$ cat src/rtl/uart_frame_pkg.sv
// Shared types and constants for the UART command-frame parser.
package uart_frame_pkg;

  typedef enum logic [2:0] {
    ST_IDLE,
    ST_CMD,
    ST_ADDR,
    ST_LEN,
    ST_PAYLOAD,
    ST_CHK
  } state_t;

  typedef enum logic [1:0] {
    DONE_OK      = 2'd0,
    DONE_BAD_CHK = 2'd1,
    DONE_BAD_LEN = 2'd2,
    DONE_TIMEOUT = 2'd3
  } done_status_t;

  localparam logic [7:0] SOF_DEFAULT = 8'hA5;

endpackage

$ cat src/rtl/uart_frame_parser_if.sv
// Byte-in, header/payload/status-out bundle of the frame parser.
// master = byte source and payload consumer, slave = parser.
interface uart_frame_parser_if;

  logic [7:0] in_data;
  logic       in_valid;
  logic       in_ready;
  logic [7:0] frm_cmd;
  logic [7:0] frm_addr;
  logic [7:0] frm_len;
  logic       hdr_valid;
  logic [7:0] pl_data;
  logic       pl_valid;
  logic       pl_ready;
  logic       done_valid;
  logic [1:0] done_status;

  modport master (
    output in_data, in_valid, pl_ready,
    input  in_ready, frm_cmd, frm_addr, frm_len, hdr_valid,
           pl_data, pl_valid, done_valid, done_status
  );

  modport slave (
    input  in_data, in_valid, pl_ready,
    output in_ready, frm_cmd, frm_addr, frm_len, hdr_valid,
           pl_data, pl_valid, done_valid, done_status
  );

endinterface

$ cat src/rtl/uart_frame_timer.sv
// Inter-byte idle counter; expired flags the last idle cycle before abort.
module uart_frame_timer #(
  parameter int TIMEOUT_CYC = 50_000
) (
  input  logic clk,
  input  logic rst,
  input  logic clr,
  input  logic en,
  output logic expired
);

  localparam int CW = $clog2(TIMEOUT_CYC + 1);

  logic [CW-1:0] cnt;

  assign expired = en && (cnt == CW'(TIMEOUT_CYC - 1));

  always_ff @(posedge clk or posedge rst) begin
    if (rst) begin
      cnt <= '0;
    end else if (clr) begin
      cnt <= '0;
    end else if (en && !expired) begin
      cnt <= cnt + CW'(1);
    end
  end

endmodule

$ cat src/rtl/uart_frame_parser.sv
// Delineates SOF/CMD/ADDR/LEN/payload/XOR frames from the UART byte stream.
//   state      | meaning
//   ST_IDLE    | hunting for SOF, other bytes dropped
//   ST_CMD     | next byte is the command
//   ST_ADDR    | next byte is the address
//   ST_LEN     | next byte is the payload length, checked against MAX_LEN
//   ST_PAYLOAD | forwarding payload bytes, rem_cnt bytes left
//   ST_CHK     | next byte is the XOR checksum
module uart_frame_parser
  import uart_frame_pkg::*;
#(
  parameter logic [7:0] SOF         = SOF_DEFAULT,
  parameter int         MAX_LEN     = 16,
  parameter int         TIMEOUT_CYC = 50_000
) (
  input logic               clk,
  input logic               rst,
  uart_frame_parser_if.slave bus
);

  localparam logic [7:0] MAX_LEN_B = 8'(MAX_LEN);

  state_t       state;
  done_status_t done_status;
  logic [7:0]   frm_cmd, frm_addr, frm_len, pl_data, chk_sum, rem_cnt;
  logic         hdr_valid, pl_valid, done_valid;
  logic         in_ready, accept, expired, timeout;

  always_comb begin
    in_ready = 1'b1;
    case (state)
      ST_PAYLOAD: in_ready = !pl_valid || bus.pl_ready;
      // hold the checksum byte until the last payload byte has left
      ST_CHK:     in_ready = !pl_valid;
      default:    in_ready = 1'b1;
    endcase
  end

  assign accept  = bus.in_valid && in_ready;
  assign timeout = expired && (state != ST_IDLE) && !accept;

  uart_frame_timer #(.TIMEOUT_CYC(TIMEOUT_CYC)) u_timer (
    .clk     (clk),
    .rst     (rst),
    .clr     (accept || (state == ST_IDLE)),
    .en      (state != ST_IDLE),
    .expired (expired)
  );

  always_ff @(posedge clk or posedge rst) begin
    if (rst) begin
      state       <= ST_IDLE;
      frm_cmd     <= '0;
      frm_addr    <= '0;
      frm_len     <= '0;
      pl_data     <= '0;
      pl_valid    <= 1'b0;
      hdr_valid   <= 1'b0;
      done_valid  <= 1'b0;
      done_status <= DONE_OK;
      chk_sum     <= '0;
      rem_cnt     <= '0;
    end else begin
      hdr_valid  <= 1'b0;
      done_valid <= 1'b0;
      if (pl_valid && bus.pl_ready) pl_valid <= 1'b0;

      if (timeout) begin
        done_valid  <= 1'b1;
        done_status <= DONE_TIMEOUT;
        state       <= ST_IDLE;
      end else if (accept) begin
        unique case (state)
          ST_IDLE: begin
            if (bus.in_data == SOF) begin
              chk_sum <= '0;
              state   <= ST_CMD;
            end
          end
          ST_CMD: begin
            frm_cmd <= bus.in_data;
            chk_sum <= chk_sum ^ bus.in_data;
            state   <= ST_ADDR;
          end
          ST_ADDR: begin
            frm_addr <= bus.in_data;
            chk_sum  <= chk_sum ^ bus.in_data;
            state    <= ST_LEN;
          end
          ST_LEN: begin
            frm_len <= bus.in_data;
            chk_sum <= chk_sum ^ bus.in_data;
            rem_cnt <= bus.in_data;
            if (bus.in_data > MAX_LEN_B) begin
              done_valid  <= 1'b1;
              done_status <= DONE_BAD_LEN;
              state       <= ST_IDLE;
            end else begin
              hdr_valid <= 1'b1;
              state     <= (bus.in_data == 8'd0) ? ST_CHK : ST_PAYLOAD;
            end
          end
          ST_PAYLOAD: begin
            pl_data  <= bus.in_data;
            pl_valid <= 1'b1;
            chk_sum  <= chk_sum ^ bus.in_data;
            rem_cnt  <= rem_cnt - 8'd1;
            if (rem_cnt == 8'd1) state <= ST_CHK;
          end
          ST_CHK: begin
            done_valid  <= 1'b1;
            done_status <= (bus.in_data == chk_sum) ? DONE_OK : DONE_BAD_CHK;
            state       <= ST_IDLE;
          end
          default: state <= ST_IDLE;
        endcase
      end
    end
  end

  assign bus.in_ready    = in_ready;
  assign bus.frm_cmd     = frm_cmd;
  assign bus.frm_addr    = frm_addr;
  assign bus.frm_len     = frm_len;
  assign bus.hdr_valid   = hdr_valid;
  assign bus.pl_data     = pl_data;
  assign bus.pl_valid    = pl_valid;
  assign bus.done_valid  = done_valid;
  assign bus.done_status = done_status;

endmodule

$ cat src/flat_wrapper.sv
// flat-port wrapper written by rule: the top's interface ports become plain ports
module uart_frame_parser_flat import uart_frame_pkg::*;
#(
  parameter logic [7:0] SOF         = SOF_DEFAULT,
  parameter int         MAX_LEN     = 16,
  parameter int         TIMEOUT_CYC = 50_000
)
  (clk, rst, bus_in_data, bus_in_valid, bus_pl_ready, bus_in_ready, bus_frm_cmd, bus_frm_addr, bus_frm_len, bus_hdr_valid, bus_pl_data, bus_pl_valid, bus_done_valid, bus_done_status);
  uart_frame_parser_if bus_i ();
  input logic clk;
  input logic rst;
  input wire logic [$bits(bus_i.in_data)-1:0] bus_in_data;
  input wire logic [$bits(bus_i.in_valid)-1:0] bus_in_valid;
  input wire logic [$bits(bus_i.pl_ready)-1:0] bus_pl_ready;
  output wire logic [$bits(bus_i.in_ready)-1:0] bus_in_ready;
  output wire logic [$bits(bus_i.frm_cmd)-1:0] bus_frm_cmd;
  output wire logic [$bits(bus_i.frm_addr)-1:0] bus_frm_addr;
  output wire logic [$bits(bus_i.frm_len)-1:0] bus_frm_len;
  output wire logic [$bits(bus_i.hdr_valid)-1:0] bus_hdr_valid;
  output wire logic [$bits(bus_i.pl_data)-1:0] bus_pl_data;
  output wire logic [$bits(bus_i.pl_valid)-1:0] bus_pl_valid;
  output wire logic [$bits(bus_i.done_valid)-1:0] bus_done_valid;
  output wire logic [$bits(bus_i.done_status)-1:0] bus_done_status;
  assign bus_i.in_data = bus_in_data;
  assign bus_i.in_valid = bus_in_valid;
  assign bus_i.pl_ready = bus_pl_ready;
  assign bus_in_ready = bus_i.in_ready;
  assign bus_frm_cmd = bus_i.frm_cmd;
  assign bus_frm_addr = bus_i.frm_addr;
  assign bus_frm_len = bus_i.frm_len;
  assign bus_hdr_valid = bus_i.hdr_valid;
  assign bus_pl_data = bus_i.pl_data;
  assign bus_pl_valid = bus_i.pl_valid;
  assign bus_done_valid = bus_i.done_valid;
  assign bus_done_status = bus_i.done_status;
  uart_frame_parser #(.SOF(SOF), .MAX_LEN(MAX_LEN), .TIMEOUT_CYC(TIMEOUT_CYC)) u_core (.clk(clk), .rst(rst), .bus(bus_i));
endmodule
$ cat config.mk
export PLATFORM = sky130hd
export DESIGN_NAME = uart_frame_parser_flat
export DESIGN_NICKNAME = d
export VERILOG_FILES = /design/src/rtl/uart_frame_pkg.sv /design/src/rtl/uart_frame_parser_if.sv /design/src/rtl/uart_frame_timer.sv /design/src/rtl/uart_frame_parser.sv /design/src/flat_wrapper.sv
export SDC_FILE = /design/constraint.sdc
export NUM_CORES = 1
export LEC_CHECK = 0
export BUFFER_PORTS_ARGS = -buffer_cell sky130_fd_sc_hd__buf_4
export CAP_MARGIN = 20
export CORE_MARGIN = 1.5
export CORE_UTILIZATION = 45
export CTS_CLUSTER_DIAMETER = 40
export DETAILED_ROUTE_END_ITERATION = 8
export PLACE_DENSITY = 0.73
export REMOVE_ABC_BUFFERS = 1
export SLEW_MARGIN = 20
export SYNTH_ARGS = -nofsm -noshare
export SYNTH_HDL_FRONTEND = slang
export SYNTH_SLANG_ARGS = --single-unit
$ cat constraint.sdc
create_clock -name clk -period 2.1 [get_ports clk]
set_input_delay 0.21 -clock clk [delete_from_list [all_inputs] [get_ports clk]]
set_output_delay 0.21 -clock clk [all_outputs]
set_load 0.01 [all_outputs]
==> results of run 1 <==
## final timing paths
path	slack, ns	to	startpoint
max	0.18	u_core.state[2]$_DFFE_PP0P_	u_core.u_timer.cnt[5]$_DFFE_PP0P_
min	0.16	u_core.bus.pl_valid$_DFF_PP0_	bus_pl_ready
max reg2reg	0.18	u_core.state[2]$_DFFE_PP0P_	u_core.u_timer.cnt[5]$_DFFE_PP0P_
min reg2reg	0.49	u_core.bus.frm_len[4]$_DFFE_PP0P_	u_core.bus.frm_len[4]$_DFFE_PP0P_
max in group asynchronous	1.28	u_core.state[1]$_DFFE_PP0P_	rst
min in group asynchronous	0.50	u_core.bus.frm_cmd[4]$_DFFE_PP0P_	rst
## cells in the mapped netlist (3+ instances only)
master     n  area (um^2)
ha_1       3         37.5
nor4_1     3         18.8
dfrtp_1   72         1800
buf_2      8         40.0
nand3_1    8         40.0
xor2_1    10         87.6
nor4bb_1   3         30.0
nor2_1    20         75.1
nor3b_1    9         67.6
o21ai_0   18         90.1
nand4_1    3         18.8
nor3_1     8         40.0
buf_6      4         45.0
nand2b_1   4         25.0
a22oi_1    4         30.0
buf_4      3         22.5
a21oi_1   11         55.1
mux2_2    24          270
xnor2_1    8         70.1
a21o_1    11         82.6
or3_1      4         25.0
inv_1      9         33.8
nand2_1   41          154
and3_1     3         18.8
nor2b_1    4         25.0
o21ai_1    6         30.0
a31oi_1    4         25.0
## power groups by stage
stage | logic (mW) | registers (mW) | clock network [mW]
6_report | 1.95 | 2.30 | 1.10
5_1_grt | 2.13 | 2.36 | 1.19
4_1_cts | 1.97 | 2.29 | 1.13
3_5_place_dp | 1.96 | 2.31 | 0
3_3_place_gp | 1.91 | 2.29 | 0
2_1_floorplan | 0.991 | 2.41 | 0
## final cells by class
class / instances / area (um^2) / share of cell area
multi-input cells: 243 / 1650 / 0.388
repair buffers: 56 / 435 / 0.102
flip-flops and latches: 72 / 1800 / 0.424
clock buffers: 10 / 138 / 0.0324
well taps: 102 / 128 / 0.0300
inverters: 11 / 41.3 / 0.00971
clock inverters: 5 / 57.6 / 0.0135
## state kept, by name (all words and copies together), names as in the netlist
| signal | flops |
|---|---|
| u_core.chk_sum | 8 |
| u_core.bus.done_valid | 1 |
| u_core.bus.frm_cmd | 8 |
| u_core.bus.frm_len | 8 |
| u_core.bus.pl_data | 8 |
| u_core.bus.pl_valid | 1 |
| u_core.bus.frm_addr | 8 |
| u_core.u_timer.cnt | 16 |
| u_core.state | 3 |
| u_core.bus.hdr_valid | 1 |
| u_core.rem_cnt | 8 |
| u_core.bus.done_status | 2 |
## cell families (layout without fill, tap and decap cells)
kind of cell               after synthesis  in the layout  share of synthesized area
AOI/OAI and AO/OA                       73             73                      0.132
xor gates and xnor gates                18             18                     0.0435
adders and majority gates                3              3                     0.0104
buffers and inverters                   29             82                     0.0470
DFF                                     72             72                      0.498
muxes                                   25             25                     0.0774
and+or+nand+nor                        124            124                      0.192
## per-layer routing
layer	track usage	vias up	part of all wire
met5	0	-	0
met4	0.0770	0	0.017
met3	0.0575	8	0.046
met2	0.303	73	0.48
met1	0.277	1374	0.46
li1	-	1319	-
## worst min-delay path: cells and delay by family
family,cells,cell delay [ns]
buffers and inverters,1,0.09
AND/OR/NAND/NOR,2,0.16
## metrics by stage
stage / total power [mW] / std cells / area [um^2]
finish: 5.35 / 499 / 4250
global route: 5.68 / 499 / 4250
CTS: 5.39 / 499 / 4250
detailed placement: 4.27 / 483 / 4050
global placement: 4.20 / 483 / 4050
floorplan: 3.40 / 326 / 3490
## what timing repair did
item / in CTS / in global routing
endpoints found under the hold margin: 72 / 0
endpoints found under the setup margin: 0 / 3
resized for setup: 0 / 1
hold buffers: 1 / 0
==> results_dict.tcl, run 1 <==
set metrics [dict create \
    wire_per_inst_um 16.2 \
    gp_congestion 0.826 \
    drive_above_1_share 0.277 \
    postCtsSetupRepairBufs 0 \
    avgViaCountPerCell 5.56 \
    power.share.clock 0.206 \
    path_max_fanout 8 \
    synth.cell_area_mm2 0.00362 \
    pre_cts_ws_ns 0.155 \
    grt_pass1_vias 2564 \
    fin_ws_ns 0.181 \
    seqPwrFrac 0.430 \
    grt_max_degree 73 \
    crit_chain "nor4b_1 > nand3_1 > a31o_2 > a21o_1" \
    post_synth_num_cell_types 60 \
    cp-end-kind "register" \
    io_pins 50 \
    power.switching_mw 1.87 \
    setup_viol 0 \
    start_util 0.466 \
    required_ns 2.34 \
    clkLatencyLatePin_ns 0.34 \
    worstHoldPathType "in2reg" \
    fin_crit_ns 1.92 \
    grt_pass1_wl_um 13200 \
    cp_slowest_stage_delay_ns 0.56 \
    dieHeight_um 92.7 \
    power.density_mw_per_mm2 1260 \
    cts_num_sinks 72 \
    fin_crit_sh 0.914 \
    root_buffer "clkbuf_8" \
    fin_skew_ns 0.00541 \
    hold_viol 0 \
    synth_async_sr_flop_share 1.00 \
    row_count 32 \
    layout_common_cells "71 x dfrtp_1, 54 x buf_4, 41 x nand2_1" \
    synth_flop_cell "dfrtp_1" \
    htreeDepth 3 \
    fillers 721 \
    synth_edf_count 0 \
    whs_ns 0.158 \
    drtPass1Iterations 4 \
    n_antenna_cell 0 \
    cts_tree "yes" \
    final_max_slew_viol_count 0 \
    syn-instance-count 344 \
    final.setup.tns_ns 0 \
    slowest_stage "nor4b_1" \
    antenna_found_initial 0 \
    crit_buf_inv 0 \
    rsz0062_at_grt "no" \
    arrival_ns 2.16 \
    ys_seq_area_frac 0.498 \
    dpl.hpwl_um 5470 \
    cell_internal_pwr_mw 3.48 \
    path_delay_family "simple AND/OR/NAND/NOR gates" \
    hold_depth 3 \
    grt_overflow_total 0 \
    core-area_mm2 0.00777 \
    slew_headroom 0.623 \
    vdd_drop_max_v 0.000693 \
    numCtsBuffers 9 \
    vias 2774 \
    status "finished, final reports clean" \
    drtAntennaViolNets 0 \
    timing.fmax_ghz 0.521 \
    portBuffers 49 \
    yosysWarningCount 0 \
    cts.path.max_buffers 2 \
    synth.avg_cell_area_um2 10.5 \
    final_common_cell "dfrtp_1" \
    p_leak_nw 1.95 \
    drtIter0Drc 220 \
    totalWireLength_um 8100 \
    cp_num_cells 4 \
    grt_usage 0.202 \
    finalNetCount 408 \
    tightest_slew_ns 0.557 \
    critPathLaunchType "register" \
    syn_to_final_growth_pct 17.4 \
    fin_util 0.547 \
    cap_violations 0 \
    reg2reg_depth 4 \
    die-area_mm2 0.00859 \
    drc 0 \
    synth-seq-cells 72 \
    p_sw_frac 0.349 \
    die_w_um 92.7 \
    path_clk_slew_ns 0.08 \
    combPwrFrac 0.364 \
    crit_type "reg2reg" \
]
(Power assumes the default switching activity.)
==> run 2: changes to the inputs <==
PLACE_DENSITY = 0.71   (was 0.73)
==> run 2 against run 1 <==
Sequential cell count is the same. Hold slack got worse by 0.0075 ns. Cell count rose by 0.40%. Register-to-register slack improved by 0.03 ns. Critical path type unchanged. Largest cell class unchanged. Largest power group unchanged. Highest routed layer unchanged.
==> results_dict.tcl, run 2 (synthesized netlist as in run 1, its figures left out) <==
set metrics [dict create \
    die_w_um 92.7 \
    cts_resized 0 \
    cts_tree "yes" \
    timing.fmax_ghz 0.529 \
    wire_per_inst_um 15.5 \
    layout_common_cells "72 x dfrtp_1, 55 x buf_4, 41 x nand2_1" \
    portBuffers 49 \
    start_util 0.466 \
    fin_skew_ns 0.00760 \
    vias 2711 \
    avgViaCountPerCell 5.41 \
    cap_violations 0 \
    path_clk_slew_ns 0.07 \
    final_common_cell "dfrtp_1" \
    regMostFlops "u_core.u_timer.cnt" \
    fin_ws_ns 0.211 \
    hold_buffers 1 \
    wl_met3_um 406 \
    grt_usage 0.204 \
    antenna_found_initial 0 \
    grt_max_degree 73 \
    htreeDepth 3 \
    grt_pass1_vias 2788 \
    largest_register_ffs 16 \
    fin_crit_sh 0.900 \
    p_leak_nw 1.98 \
    placed_area_mm2 0.00405 \
    arrival_ns 2.14 \
    drtAntennaViolNets 0 \
    drc 0 \
    status "finished, final reports clean" \
    worstHoldPathType "in2reg" \
    pre_cts_ws_ns 0.214 \
    grt_pass1_wl_um 13500 \
    tightest_slew_ns 0.489 \
    final_max_slew_viol_count 0 \
    grt_overflow_total 0 \
    fin_cells 501 \
    slew_headroom 0.674 \
    rsz0062_at_grt "no" \
    wl_met1_um 3630 \
    power.density_mw_per_mm2 1280 \
    highest_layer "met4" \
    drive_above_1_share 0.276 \
    core-area_mm2 0.00777 \
    fillers 699 \
    io_pins 50 \
    dpl.hpwl_um 5380 \
    totalWireLength_um 7780 \
    fin_crit_ns 1.89 \
    critPathLaunchType "register" \
    gp_congestion 0.791 \
    postCtsSetupRepairBufs 0 \
    required_ns 2.35 \
    vdd_drop_max_v 0.00102 \
    drtPass1Iterations 4 \
    setup_viol 0 \
    cts_num_sinks 72 \
    dieHeight_um 92.7 \
    path_max_fanout 11 \
    design_area_mm2 0.00428 \
    numCtsBuffers 9 \
    fin_util 0.551 \
    met2_length_um 3620 \
    drtIter0Drc 211 \
    die-area_mm2 0.00859 \
    final.setup.tns_ns 0 \
    finalNetCount 409 \
    row_count 32 \
    clkLatencyLatePin_ns 0.35 \
    syn_to_final_growth_pct 18.3 \
    hold_viol 0 \
    cp-end-kind "register" \
    root_buffer "clkbuf_8" \
    cts.path.max_buffers 2 \
    crit_type "reg2reg" \
    dp.cells 484 \
    n_antenna_cell 0 \
]
==> run 2: stage by stage <==
stage	power (mW)	hold WS, ns
floorplan	3.40	0.315
detailed placement	4.28	0.337
finish	5.47	0.150
global route	5.82	0.151
CTS	5.52	0.141
global placement	4.21	0.331
==> run 2: path summary, 6_finish.rpt <==
check / cells past startpoint / endpoint / slack [ns] / from
worst max-delay path: 5 / u_core.chk_sum[0]$_DFFE_PP0P_ / 0.21 / u_core.state[1]$_DFFE_PP0P_
worst min-delay path: 3 / u_core.bus.frm_len[1]$_DFFE_PP0P_ / 0.15 / bus_in_data[1]
worst max register to register: 5 / u_core.chk_sum[0]$_DFFE_PP0P_ / 0.21 / u_core.state[1]$_DFFE_PP0P_
worst min register to register: 2 / u_core.bus.frm_len[3]$_DFFE_PP0P_ / 0.49 / u_core.bus.frm_len[3]$_DFFE_PP0P_
max in group asynchronous: 4 / u_core.bus.frm_addr[4]$_DFFE_PP0P_ / 1.29 / rst
min in group asynchronous: 4 / u_core.bus.frm_cmd[5]$_DFFE_PP0P_ / 0.48 / rst
==> run 2: layout make-up <==
class / count / area [um^2] / share of cell area
Clock inverter: 5 / 78.8 / 0.0184
Timing Repair Buffer: 57 / 443 / 0.103
Sequential cell: 72 / 1800 / 0.421
Multi-Input combinational cell: 243 / 1650 / 0.385
Inverter: 11 / 41.3 / 0.00964
Clock buffer: 11 / 141 / 0.0330
Tap cell: 102 / 128 / 0.0298
==> run 2: per-layer routing <==
layer  GRT usage  vias to the layer above
met5           0                        -
met4      0.0922                        0
met3      0.0427                       10
met2       0.320                       67
met1       0.272                     1320
li1            -                     1314
==> run 2: critical path, cell delays in order, from the launching register on <==
cell	delay, ns
dfrtp_1	0.58
and3b_1	0.27
a21oi_2	0.24
and3_1	0.36
o21ai_0	0.15
a21o_1	0.19
==> run 2: power by group <==
group | switching, mW | internal [mW] | total, mW
clock | 0.531 | 0.702 | 1.23
sequential | 0.396 | 1.88 | 2.28
combinational | 0.921 | 1.04 | 1.96
total | 1.85 | 3.62 | 5.47
==> run 3: changes to the inputs <==
PLACE_DENSITY = 0.69   (was 0.71)
clock period = 1.74 ns   (was 2.1 ns; I/O delays follow)
==> run 3 against run 2 <==
Critical path type unchanged. Sequential cell count is the same. Non-clock buffer count grew 31. Sequential power grew 20%. Critical endpoint is now u_core.state[0]$_DFFE_PP0P_. Count of clock-buffer cells in the layout grew 1. Via count grew 7.0%. Clock skew grew 0.0031 ns. Final area grew 9.3%. Hold slack lost 0.061 ns. Core utilization grew 5.1 points. Combinational power grew 38%.
==> results_dict.tcl, run 3 (synthesized netlist as in run 1, its figures left out) <==
set metrics [dict create \
    cp_slowest_stage_delay_ns 0.46 \
    numCtsBuffers 9 \
    pre_cts_ws_ns -0.0175 \
    grt_usage 0.208 \
    path_clk_slew_ns 0.07 \
    grt_overflow_total 0 \
    fin_crit_sh 0.973 \
    fin_skew_ns 0.0107 \
    dieHeight_um 92.7 \
    die-area_mm2 0.00859 \
    largest_register_ffs 16 \
    syn_to_final_growth_pct 29.3 \
    fin_cells 532 \
    final_max_slew_viol_count 0 \
    cts_num_sinks 72 \
    vdd_drop_max_v 0.000908 \
    required_ns 1.97 \
    status "finished, final reports clean" \
    path_delay_family "simple AND/OR/NAND/NOR gates" \
    layout_common_cells "84 x buf_4, 71 x dfrtp_1, 40 x nand2_1" \
    io_pins 50 \
    gp_congestion 0.865 \
    totalWireLength_um 8450 \
    antenna_found_initial 0 \
    htreeDepth 3 \
    core-area_mm2 0.00777 \
    drc 0 \
    final.setup.tns_ns 0 \
    cts_tree "yes" \
    grt_pass1_vias 2919 \
    arrival_ns 1.92 \
    grt_pass1_wl_um 14100 \
    crit_chain "or3_4 > buf_4 > a41o_1 > nor3b_2 > a32o_1" \
    regMostFlops "u_core.u_timer.cnt" \
    power.density_mw_per_mm2 1480 \
    start_util 0.466 \
    avgViaCountPerCell 5.45 \
    die_w_um 92.7 \
    tightest_slew_ns 0.413 \
    vias 2900 \
    n_antenna_cell 0 \
    path_max_fanout 5 \
    wire_per_inst_um 15.9 \
    fillers 666 \
    fin_ws_ns 0.0474 \
    fin_crit_ns 1.69 \
    drtIter0Drc 160 \
    crit_buf_inv 1 \
    row_count 32 \
    clkLatencyLatePin_ns 0.34 \
    cp-end-kind "register" \
    crit_type "reg2reg" \
    fin_util 0.603 \
    cts.path.max_buffers 2 \
    slew_headroom 0.724 \
    dp.cells 514 \
    grt_max_degree 73 \
    dpl.hpwl_um 5680 \
    hold_viol 0 \
    portBuffers 49 \
    p_total_mw 6.95 \
    setup_viol 0 \
    drtPass1Iterations 4 \
    root_buffer "clkbuf_8" \
    worstHoldPathType "in2reg" \
    r2r_slack_ns 0.05 \
    critPathLaunchType "register" \
    design_area_mm2 0.00468 \
    p_leak_nw 2.16 \
    whs_ns 0.0889 \
    cap_violations 0 \
    drtAntennaViolNets 0 \
    placed_area_mm2 0.00429 \
    drive_above_1_share 0.381 \
    timing.fmax_ghz 0.591 \
    final_common_cell "buf_4" \
    finalNetCount 440 \
    slowest_stage "dfrtp_2" \
]
## run 3: changes by cell type in the layout (fill, tap and decap cells not counted), sizes merged
| cell | change |
|---|---|
| clkinv | -1 |
| buf | +31 |
| clkbuf | +1 |
| clkinvlp | +1 |
| inv | -1 |
## run 3: worst min-delay path, cell delays in order
cell and delay [ns]:
buf_4 0.12, nand2_1 0.05, nand2_1 0.05
## run 3: worst paths after layout
check | from | end | cells after the start
min reg2reg | u_core.bus.frm_len[3]$_DFFE_PP0P_ | u_core.bus.frm_len[3]$_DFFE_PP0P_ | 2
max | u_core.state[1]$_DFFE_PP0P_ | u_core.state[0]$_DFFE_PP0P_ | 5
max in group asynchronous | rst | u_core.state[1]$_DFFE_PP0P_ | 4
max reg2reg | u_core.state[1]$_DFFE_PP0P_ | u_core.state[0]$_DFFE_PP0P_ | 5
min | bus_in_data[4] | u_core.bus.frm_len[4]$_DFFE_PP0P_ | 3
min in group asynchronous | rst | u_core.bus.frm_cmd[5]$_DFFE_PP0P_ | 4
## run 3: repair_timing
item | CTS | global route
pin swaps | 0 | 5
endpoints found under the setup margin | 9 | 24
hold buffers | 1 | 0
hold endpoints to repair | 72 | 0
setup buffers | 1 | 0
resized for setup | 3 | 27
## run 3: per-layer routing
metal	up-vias	wire, um	global-route usage
met5	-	0	0
li1	1376	-	-
met2	76	3990	0.324
met4	0	102	0.0707
met1	1440	3960	0.287
met3	8	398	0.0476
## run 3: where the power goes
| part | switching [mW] | internal, mW | total, mW |
|---|---|---|---|
| clock network | 0.632 | 0.889 | 1.52 |
| logic | 1.25 | 1.45 | 2.70 |
| registers | 0.456 | 2.28 | 2.73 |
| total | 2.34 | 4.61 | 6.95 |
## run 3: area by class of cell
class	instances	area, um^2	share of cell area
clock buffers	12	155	0.0331
well taps	102	128	0.0273
flip-flops and latches	72	1800	0.385
repair buffers	88	701	0.150
multi-input cells	243	1780	0.380
inverters	11	41.3	0.00882
clock inverters	4	76.3	0.0163
